[src/rtl/bcd_serial_add_ctrl_pkg.sv]
// Shared definitions for the digit-serial BCD adder: FSM state encoding,
// BCD digit limits and a digit validity helper.
package bcd_pkg;

    typedef enum logic [1:0] {
        IDLE = 2'd0,
        RUN  = 2'd1,
        DONE = 2'd2
    } state_t;

    localparam logic [3:0] BCD_MAX  = 4'd9;
    localparam logic [3:0] BCD_CORR = 4'd6;

    // A nibble above 9 is not a legal BCD digit.
    function automatic logic bcd_invalid(input logic [3:0] digit);
        return digit > BCD_MAX;
    endfunction

endpackage

[src/rtl/bcd_serial_add_ctrl_if.sv]
// Operand/result handshake bundle for the digit-serial BCD adder.
// master = producer/consumer side, slave = the controller.
interface bcd_serial_add_ctrl_if #(
    parameter int N = 3
);
    logic           in_valid;
    logic           in_ready;
    logic           cin;
    logic [4*N-1:0] A;
    logic [4*N-1:0] B;
    logic           out_valid;
    logic           out_ready;
    logic [4*N-1:0] Sum;
    logic           Cout;
    logic           err;
    logic           busy;

    modport master (
        output in_valid, cin, A, B, out_ready,
        input  in_ready, out_valid, Sum, Cout, err, busy
    );

    modport slave (
        input  in_valid, cin, A, B, out_ready,
        output in_ready, out_valid, Sum, Cout, err, busy
    );
endinterface

[src/rtl/bcd_serial_add_ctrl_digit_add.sv]
// Combinational single-digit BCD adder with decimal correction.
// Illegal input digits are not trapped here; the same arithmetic is applied.
module bcd_digit_add
    import bcd_pkg::*;
(
    input  logic       cin,
    input  logic [3:0] a,
    input  logic [3:0] b,
    output logic [3:0] d,
    output logic       cout
);

    logic [4:0] t;

    // Binary add, then add 6 when the raw sum leaves the decimal range.
    always_comb begin
        t    = {1'b0, a} + {1'b0, b} + {4'b0000, cin};
        d    = t[3:0];
        cout = 1'b0;
        if (t > {1'b0, BCD_MAX}) begin
            d    = t[3:0] + BCD_CORR;
            cout = 1'b1;
        end
    end

endmodule

[src/rtl/bcd_serial_add_ctrl.sv]
// Digit-serial BCD adder controller: one shared digit adder is stepped
// across N digits, least significant first, one digit per clock.
//
//   state | meaning
//   IDLE  | waiting for operands, in_ready high
//   RUN   | adding digit cnt, one digit per cycle
//   DONE  | result held, out_valid high until out_ready
module bcd_serial_add_ctrl
    import bcd_pkg::*;
#(
    parameter int N = 3
) (
    input  logic                  clk,
    input  logic                  rst,
    bcd_serial_add_ctrl_if.slave  bus
);

    localparam int              CNT_W = $clog2(N) + 1;
    localparam logic [CNT_W-1:0] LAST = CNT_W'(N - 1);

    state_t           state;
    state_t           state_nxt;
    logic [CNT_W-1:0] cnt;
    logic [4*N-1:0]   a_sh;
    logic [4*N-1:0]   b_sh;
    logic [4*N-1:0]   sum_r;
    logic             c_r;
    logic             cout_r;
    logic             err_r;
    logic             in_ready_c;
    logic             out_valid_c;
    logic             busy_c;
    logic [3:0]       dig_d;
    logic             dig_cout;
    logic             accept;
    logic             last_dig;

    assign accept   = bus.in_valid && in_ready_c;
    assign last_dig = (cnt == LAST);

    // The current digit always sits in the low nibble of the shift registers.
    bcd_digit_add u_digit_add (
        .cin  (c_r),
        .a    (a_sh[3:0]),
        .b    (b_sh[3:0]),
        .d    (dig_d),
        .cout (dig_cout)
    );

    // State register; reset aborts any operation in flight.
    always_ff @(posedge clk or negedge rst) begin
        if (!rst) begin
            state <= IDLE;
        end else begin
            state <= state_nxt;
        end
    end

    // Next-state and handshake outputs.
    always_comb begin
        state_nxt   = state;
        in_ready_c  = 1'b0;
        out_valid_c = 1'b0;
        busy_c      = 1'b1;
        case (state)
            IDLE: begin
                in_ready_c = 1'b1;
                busy_c     = 1'b0;
                if (bus.in_valid) begin
                    state_nxt = RUN;
                end
            end
            RUN: begin
                if (last_dig) begin
                    state_nxt = DONE;
                end
            end
            DONE: begin
                out_valid_c = 1'b1;
                if (bus.out_ready) begin
                    state_nxt = IDLE;
                end
            end
            default: begin
                state_nxt = IDLE;
            end
        endcase
    end

    // Operand capture, digit stepping and result assembly.
    always_ff @(posedge clk or negedge rst) begin
        if (!rst) begin
            cnt    <= '0;
            a_sh   <= '0;
            b_sh   <= '0;
            sum_r  <= '0;
            c_r    <= 1'b0;
            cout_r <= 1'b0;
            err_r  <= 1'b0;
        end else if (accept) begin
            cnt    <= '0;
            a_sh   <= bus.A;
            b_sh   <= bus.B;
            sum_r  <= '0;
            c_r    <= bus.cin;
            cout_r <= 1'b0;
            err_r  <= 1'b0;
        end else if (state == RUN) begin
            for (int i = 0; i < N; i++) begin
                if (cnt == CNT_W'(i)) begin
                    sum_r[4*i +: 4] <= dig_d;
                end
            end
            c_r   <= dig_cout;
            err_r <= err_r | bcd_invalid(a_sh[3:0]) | bcd_invalid(b_sh[3:0]);
            a_sh  <= a_sh >> 4;
            b_sh  <= b_sh >> 4;
            if (last_dig) begin
                cout_r <= dig_cout;
            end else begin
                cnt <= cnt + 1'b1;
            end
        end
    end

    assign bus.in_ready  = in_ready_c;
    assign bus.out_valid = out_valid_c;
    assign bus.busy      = busy_c;
    assign bus.Sum       = sum_r;
    assign bus.Cout      = cout_r;
    assign bus.err       = err_r;

endmodule

[src/flat_wrapper.sv]
// flat-port wrapper written by rule: the top's interface ports become plain ports
module bcd_serial_add_ctrl_flat import bcd_pkg::*;
#(
    parameter int N = 3
)
  (clk, rst, bus_in_valid, bus_cin, bus_A, bus_B, bus_out_ready, bus_in_ready, bus_out_valid, bus_Sum, bus_Cout, bus_err, bus_busy);
  bcd_serial_add_ctrl_if #(.N(N)) bus_i ();
  input  logic clk;
  input  logic rst;
  input wire logic [$bits(bus_i.in_valid)-1:0] bus_in_valid;
  input wire logic [$bits(bus_i.cin)-1:0] bus_cin;
  input wire logic [$bits(bus_i.A)-1:0] bus_A;
  input wire logic [$bits(bus_i.B)-1:0] bus_B;
  input wire logic [$bits(bus_i.out_ready)-1:0] bus_out_ready;
  output wire logic [$bits(bus_i.in_ready)-1:0] bus_in_ready;
  output wire logic [$bits(bus_i.out_valid)-1:0] bus_out_valid;
  output wire logic [$bits(bus_i.Sum)-1:0] bus_Sum;
  output wire logic [$bits(bus_i.Cout)-1:0] bus_Cout;
  output wire logic [$bits(bus_i.err)-1:0] bus_err;
  output wire logic [$bits(bus_i.busy)-1:0] bus_busy;
  assign bus_i.in_valid = bus_in_valid;
  assign bus_i.cin = bus_cin;
  assign bus_i.A = bus_A;
  assign bus_i.B = bus_B;
  assign bus_i.out_ready = bus_out_ready;
  assign bus_in_ready = bus_i.in_ready;
  assign bus_out_valid = bus_i.out_valid;
  assign bus_Sum = bus_i.Sum;
  assign bus_Cout = bus_i.Cout;
  assign bus_err = bus_i.err;
  assign bus_busy = bus_i.busy;
  bcd_serial_add_ctrl #(.N(N)) u_core (.clk(clk), .rst(rst), .bus(bus_i));
endmodule
[config.mk]
export PLATFORM = sky130hd
export DESIGN_NAME = bcd_serial_add_ctrl_flat
export DESIGN_NICKNAME = d
export VERILOG_FILES = /design/src/rtl/bcd_serial_add_ctrl_pkg.sv /design/src/rtl/bcd_serial_add_ctrl_if.sv /design/src/rtl/bcd_serial_add_ctrl_digit_add.sv /design/src/rtl/bcd_serial_add_ctrl.sv /design/src/flat_wrapper.sv
export SDC_FILE = /design/constraint.sdc
export NUM_CORES = 1
export LEC_CHECK = 0
export BUFFER_PORTS_ARGS = -buffer_cell sky130_fd_sc_hd__buf_2
export CAP_MARGIN = 40
export CORE_MARGIN = 2
export CORE_UTILIZATION = 45
export DETAILED_ROUTE_END_ITERATION = 8
export HOLD_SLACK_MARGIN = 0.02
export MAX_ROUTING_LAYER = met4
export PLACE_DENSITY = 0.68
export SYNTH_ARGS = -nofsm -noshare
export SYNTH_HDL_FRONTEND = slang
export SYNTH_HIERARCHICAL = 1
export SYNTH_SLANG_ARGS = --single-unit
export TNS_END_PERCENT = 20
[constraint.sdc]
create_clock -name clk -period 3.9 [get_ports clk]
set_input_delay 0.195 -clock clk [delete_from_list [all_inputs] [get_ports clk]]
set_output_delay 0.195 -clock clk [all_outputs]
set_load 0.03 [all_outputs]
==> flow_metrics.py, run 1 <==
metrics = {
    "status": {
        "status": "completed",
    },
    "detailed_routing": {
        "vias": 1606,
        "ant_nets": 0,
        "wl_met3_um": 126,
        "drt_iter0_drc": 136,
        "drcViolationCount": 0,
        "wl_met1_um": 2120,
        "drt-total-wl_um": 4320,
        "wl_met2_um": 2030,
        "wl_per_cell_um": 13.8,
        "dr.pass1.iters": 4,
        "via_per_inst": 5.13,
        "top_layer": "met4",
    },
    "logic_synthesis": {
        "synth_warnings": 6,
        "synth_cells": 215,
        "synth_seq_cells": 44,
        "synth_top_area_share_pct": 50.6,
        "ys_async_sr_fraction_pct": 100,
        "ys_top_cells_by_area": "dfrtp_1 (51%), nand2_1 (8.8%), mux2i_1 (6.4%), a22oi_1 (5.9%), ha_1 (4.6%)",
        "synthTopCellsByCount": "nand2_1 (51), dfrtp_1 (44), a22oi_1 (17)",
        "synth.distinct_cells": 30,
        "yosysTopAreaCell": "dfrtp_1",
        "yosysMostFrequentCell": "nand2_1",
        "syn_avg_cell_area_um2": 10.1,
        "synth-seq-area-share_pct": 50.6,
        "synth_nets": 254,
        "synth_area_mm2": 0.00218,
        "synth_edf_count": 0,
        "ys.flop_type": "dfrtp_1",
    },
    "global_route": {
        "overflow": 0,
        "grt_pass1_wl_um": 7370,
        "grt_pass1_vias": 1572,
        "grt_max_degree": 38,
        "antenna_found_initial": 0,
        "grtUsageTotal_pct": 18.2,
    },
    "final_layout": {
        "fillers": 445,
        "drive_above_1_share_pct": 23.2,
        "insertedDiodeCount": 0,
        "fin_util_pct": 54.5,
        "fin_cells": 313,
        "syn_to_final_growth_pct": 17.4,
        "nets": 297,
    },
    "run": {
        "maxCapViolations": 0,
    },
    "floorplanning": {
        "fp.dieArea_mm2": 0.00541,
        "io_pins": 46,
        "initial_core_util_pct": 46.4,
        "dieWidth_um": 73.5,
        "die_h_um": 73.5,
        "row_count": 25,
        "core_mm2": 0.00469,
    },
    "clock_network": {
        "ctsRootBufferMaster": "clkbuf_8",
        "cts_tree": "done",
        "clock_latency_ns": 0.29,
        "clock_path_buffers": 2,
        "clk_pin_slew_worst_paths_ns": 0.08,
        "cts.htree.levels": 2,
        "clock_sink_count": 44,
        "cts_made_buffers": 5,
    },
    "place": {
        "place_inst": 304,
        "pre_cts_slack_ns": 1.01,
        "hpwl_um": 3070,
        "portBuffers": 45,
        "globalplace.congestion": 0.883,
    },
    "critical_path": {
        "cp.required_ns": 4.12,
        "cp.arrival_ns": 3.10,
        "max_stage_delay_ns": 0.46,
        "crit_path_end_kind": "flip-flop",
        "slowest_stage": "fa_1",
        "start_kind": "flip-flop",
        "critPathBufInv": 0,
        "path_delay_family": "adder cells",
        "worstSetupPathType": "flip-flop to flip-flop",
        "path_cells": "fa_1 > fa_1 > xnor2_1 > ha_1 > a31o_1 > o31ai_4 > mux2i_1 > mux2i_1 > nor2_1",
        "crit_fanout": 4,
    },
    "min_path": {
        "hp-class": "input pin to flip-flop",
    },
    "timing": {
        "timing.final.crit_share_pct": 73.8,
        "rsz0062_at_grt": "false",
        "slew_violations": 0,
        "fmax_mhz": 347,
        "tns_ns": 0,
        "period_needed_ns": 2.88,
        "hold_viol_final": 0,
        "skew_ns": 0.00483,
        "worst-slew-pin-transition_ns": 0.712,
        "relSlewSlack_pct": 52.5,
        "setup_slack_ns": 1.02,
        "setup_viol": 0,
    },
    "pwr": {
        "power_density_mw_per_mm2": 910,
        "ir_worst_vdd_uv": 348,
        "p_leak_nw": 1.31,
        "totalPowerFinal_mw": 2.32,
    },
}
==> cell families (layout without fill, tap and decap cells) <==
group / Yosys count / count (layout) / synth area share, %
simple gates: 79 / 79 / 16.8
compound gates: 46 / 46 / 14.4
flops: 44 / 44 / 50.6
buf+inv: 20 / 64 / 4.54
mux: 14 / 14 / 6.44
fa+ha+maj: 10 / 10 / 6.44
xor+xnor: 2 / 2 / 0.805
==> placed cells by master, fill, tap and decap left out, types with 2 or more instances in the layout <==
master / n
a21o_1: 2
a21oi_1: 7
a22oi_1: 17
and4bb_1: 3
buf_2: 45
buf_4: 2
clkbuf_8: 5
dfrtp_1: 44
fa_1: 2
ha_1: 8
inv_1: 7
mux2i_1: 14
nand2_1: 51
nor2_1: 14
nor2b_1: 4
o21ai_0: 6
o21ai_1: 8
xnor2_1: 2
==> report_power, final <==
group	total (mW)	leakage (nW)	internal, mW	switching, mW
Clock	0.339	0.0552	0.190	0.149
Sequential	0.771	0.575	0.636	0.135
Combinational	1.21	0.681	0.475	0.740
Total	2.32	1.31	1.30	1.02
==> layout make-up <==
class / instances / area, µm² / area share (%)
Clock buffer: 6 / 72.6 / 2.84
Sequential cell: 44 / 1100 / 43.1
Timing Repair Buffer: 49 / 270 / 10.6
Tap cell: 54 / 67.6 / 2.64
Clock inverter: 2 / 35.0 / 1.37
Multi-Input combinational cell: 151 / 982 / 38.4
Inverter: 7 / 26.3 / 1.03
==> tightest hold or removal path: cells and delay by family <==
| kind | cells | cell delay, ns |
|---|---|---|
| AOI/OAI and AO/OA | 1 | 0.06 |
| buffers and inverters | 1 | 0.07 |
| and+or+nand+nor | 1 | 0.03 |
==> per-stage QoR <==
step           hold slack [ns]  area (µm²)
2_1_floorplan           -0.101        2180
3_3_place_gp             0.404        2420
3_5_place_dp            0.0641        2440
4_1_cts                 0.0925        2550
5_1_grt                  0.100        2550
6_report                 0.102        2550
==> per-layer routing <==
metal / up-vias / global-route usage (%)
met3: 4 / 4.12
met2: 28 / 27.0
met1: 761 / 24.9
met4: 0 / 6.06
met5: - / -
li1: 813 / -
==> path summary, 6_finish.rpt <==
| kind | startpoint | endpoint | slack, ns | depth (start not counted) |
|---|---|---|---|---|
| setup reg to reg | u_core/a_sh[0]$_DFFE_PN0P_ | u_core/bus.Sum[10]$_DFFE_PN0P_ | 1.02 | 9 |
| setup / recovery | u_core/a_sh[0]$_DFFE_PN0P_ | u_core/bus.Sum[10]$_DFFE_PN0P_ | 1.02 | 9 |
| hold / removal | bus_A[9] | u_core/a_sh[9]$_DFFE_PN0P_ | 0.10 | 3 |
| min in group asynchronous | rst | u_core/state[1]$_DFFE_PN0P_ | 0.28 | 2 |
| max in group asynchronous | rst | u_core/c_r$_DFFE_PN0P_ | 3.15 | 3 |
| hold reg to reg | u_core/bus.err$_DFFE_PN0P_ | u_core/bus.err$_DFFE_PN0P_ | 0.48 | 1 |
==> registers in the layout, summed over array words and instances (netlist names) <==
register,cells
u_core/a_sh,12
u_core/b_sh,12
u_core/bus.Sum,12
u_core/cnt,3
u_core/state,2
u_core/bus.Cout,1
u_core/bus.err,1
u_core/c_r,1
==> timing repair <==
action / CTS / global route
endpoints found under the hold margin: 7 / 0
hold buffers: 1 / 0
resized for setup: 0 / 0
setup buffers: 0 / 0
Power figures use the tool's default switching activity.
==> run 2: changes to the inputs <==
Settings changed: ABC_AREA from default to 1, PLACE_DENSITY 0.68 to 0.67.
Clock period 3.9 ns to 2.7 ns, I/O delays scaled along.
==> run 2 against run 1 <==
Maximum frequency increased by 16%. Synthesized area rose by 9.3%. Sequential share of layout area decreased by 2.5 points. Synthesized cell count up 35%. First-iteration DRC count is 36% lower. Largest power group unchanged.
==> flow_metrics.py, run 2 <==
metrics = {
    "critical_path": {
        "start_kind": "flip-flop",
        "crit_fanout": 5,
        "path_cells": "fa_1 > fa_1 > nand2_1 > nand2_2 > ha_1 > a21oi_4 > nand2_4 > nand2_4 > nand2_1 > nand2_1 > nand3_1 > nand2_1",
        "ff2ff_setup_slack_ns": 0.23,
        "worstRegToRegCells": 12,
        "crit_path_end_kind": "flip-flop",
        "path_delay_family": "adder cells",
        "cp.required_ns": 2.93,
        "worstSetupPathType": "flip-flop to flip-flop",
        "cpMostUsedCell": "nand2_1",
        "slowest_stage": "fa_1",
        "r2r_start": "u_core/a_sh[0]$_DFFE_PN0P_",
        "rr_endpoint": "u_core/bus.Sum[5]$_DFFE_PN0P_",
        "max_stage_delay_ns": 0.48,
        "cp.arrival_ns": 2.71,
        "cp-startpoint": "u_core/a_sh[0]$_DFFE_PN0P_",
        "critPathBufInv": 0,
    },
    "timing": {
        "period_needed_ns": 2.47,
        "timing.final.crit_share_pct": 91.6,
        "relSlewSlack_pct": 58.5,
        "rsz0062_at_grt": "false",
        "skew_ns": 0.00484,
        "slew_violations": 0,
        "hold_viol_final": 0,
        "worst-slew-pin-transition_ns": 0.621,
        "setup_viol": 0,
        "setup_slack_ns": 0.226,
        "tns_ns": 0,
        "fmax_mhz": 404,
    },
    "min_path": {
        "min-delay-start": "bus_B[10]",
        "hold_depth": 3,
        "worst_hold_path.endpoint": "u_core/b_sh[10]$_DFFE_PN0P_",
        "hp-class": "input pin to flip-flop",
    },
    "logic_synthesis": {
        "synth_seq_cells": 44,
        "synthMuxAreaShare_pct": 0,
        "synth_nets": 330,
        "yosysMostFrequentCell": "nand2_1",
        "synth_top_family_by_area": "simple AND/OR/NAND/NOR gates",
        "yosysTopAreaCell": "dfrtp_1",
        "synthTopCellsByCount": "nand2_1 (96), nand3_1 (82), dfrtp_1 (44)",
        "synth_edf_count": 0,
        "ys.flop_type": "dfrtp_1",
        "synth_warnings": 6,
        "synthAdderAreaFrac_pct": 5.89,
        "syn_avg_cell_area_um2": 8.17,
        "ys_async_sr_fraction_pct": 100,
        "synth_xor_area_share_pct": 0,
        "yosys.area_share.simple_pct": 37.8,
        "synth_cells": 291,
        "synth_area_mm2": 0.00238,
        "ys_top_cells_by_area": "dfrtp_1 (46%), nand3_1 (17%), nand2_1 (15%), ha_1 (4.2%), inv_1 (3.0%)",
        "synth-seq-area-share_pct": 46.3,
        "synth.distinct_cells": 21,
        "synth_top_area_share_pct": 46.3,
        "synth_compound_area_share_pct": 2.37,
    },
    "place": {
        "pre_cts_slack_ns": 0.245,
        "globalplace.congestion": 0.781,
        "portBuffers": 45,
        "hpwl_um": 3610,
    },
    "status": {
        "status": "completed",
    },
    "clock_network": {
        "ctsRootBufferMaster": "clkbuf_8",
        "clk_pin_slew_worst_paths_ns": 0.08,
        "cts_tree": "done",
        "cts_made_buffers": 5,
        "clock_sink_count": 44,
        "clock_path_buffers": 2,
        "clock_latency_ns": 0.29,
        "cts_setup_buffers": 0,
        "cts.htree.levels": 2,
    },
    "final_layout": {
        "fillers": 523,
        "final_common_cell": "nand2_1",
        "mostFrequentLayoutCells": "nand2_1 (96), nand3_1 (82), buf_2 (45)",
        "drive_above_1_share_pct": 20.7,
        "nets": 372,
        "syn_to_final_growth_pct": 14.2,
        "insertedDiodeCount": 0,
    },
    "detailed_routing": {
        "wl_per_cell_um": 12.5,
        "drt-total-wl_um": 5060,
        "drcViolationCount": 0,
        "drt_iter0_drc": 87,
        "dr.pass1.iters": 4,
        "vias": 2003,
        "via_per_inst": 4.96,
        "ant_nets": 0,
    },
    "global_route": {
        "grt_pass1_wl_um": 8980,
        "overflow": 0,
        "grt_max_degree": 37,
        "antenna_found_initial": 0,
        "grtUsageTotal_pct": 19.2,
        "grt_pass1_vias": 1996,
    },
    "floorplanning": {
        "die_h_um": 76.7,
        "core_mm2": 0.00511,
        "row_count": 26,
        "io_pins": 46,
        "dieWidth_um": 76.7,
        "initial_core_util_pct": 46.5,
        "fp.dieArea_mm2": 0.00588,
    },
    "pwr": {
        "power_density_mw_per_mm2": 1350,
        "ir_worst_vdd_uv": 695,
        "p_leak_nw": 1.52,
    },
    "run": {
        "maxCapViolations": 0,
    },
}
run 2: kinds of logic after synthesis:
logic type | after synthesis
AND/OR/NAND/NOR | 198
flip-flops | 44
AO/OA/AOI/OAI | 6
buffers and inverters | 33
adder cells (fa/ha/maj) | 10
run 2: routing by layer:
metal | global-route usage, % | wire length, µm
met1 | 24.9 | 2390
met3 | 3.18 | 155
met4 | 6.00 | 62
met2 | 31.1 | 2450
met5 | - | 0
run 2: how the worst max path moves through the flow:
stage                                          endpoint  slack [ns]  cells after the start
after floorplan           u_core/bus.Sum[3]$_DFFE_PN0P_        0.44                     12
after global placement    u_core/bus.Sum[5]$_DFFE_PN0P_        0.32                     12
after detailed placement  u_core/bus.Sum[5]$_DFFE_PN0P_        0.25                     11
after CTS                 u_core/bus.Sum[5]$_DFFE_PN0P_        0.22                     11
after global routing      u_core/bus.Sum[1]$_DFFE_PN0P_        0.05                     11
final                     u_core/bus.Sum[5]$_DFFE_PN0P_        0.23                     12
run 2: worst reg2reg max path: stages (launching register included):
cell and delay [ns]:
dfrtp_1 0.40, fa_1 0.48, fa_1 0.41, nand2_1 0.12, nand2_2 0.09, ha_1 0.26
a21oi_4 0.15, nand2_4 0.08, nand2_4 0.08, nand2_1 0.05, nand2_1 0.10, nand3_1 0.10
nand2_1 0.08
run 2: cell type report:
class,count,area (µm²),share of cell area (%)
clock buffer,6,82.6,3.04
inverter,20,75.1,2.77
sequential,44,1100,40.6
clock inverter,2,10.0,0.369
multi-input combinational,214,1090,40.3
timing repair buffer,48,263,9.68
tap,70,87.6,3.23
run 2: metrics by stage:
stage | power, mW | cells | util [%] | hold slack (ns) | cell area, µm²
CTS | 3.68 | 404 | 53.1 | 0.0611 | 2710
global route | 4.02 | 404 | 53.1 | 0.0731 | 2710
finish | 3.65 | 404 | 53.1 | 0.0646 | 2710
detailed placement | 3.24 | 395 | 51.1 | 0.00923 | 2610
floorplan | 2.84 | 291 | - | -0.161 | 2380
global placement | 3.18 | 394 | 50.7 | 0.356 | 2590
run 2: what timing repair did:
| item | in CTS | in global routing |
|---|---|---|
| endpoints found under the hold margin | 44 | 0 |
| hold buffers | 1 | 0 |
| gates resized for setup | 0 | 0 |
run 2: report_power, final:
group | switching (mW) | internal (mW)
combinational | 1.44 | 0.683
clock | 0.214 | 0.204
sequential | 0.192 | 0.922
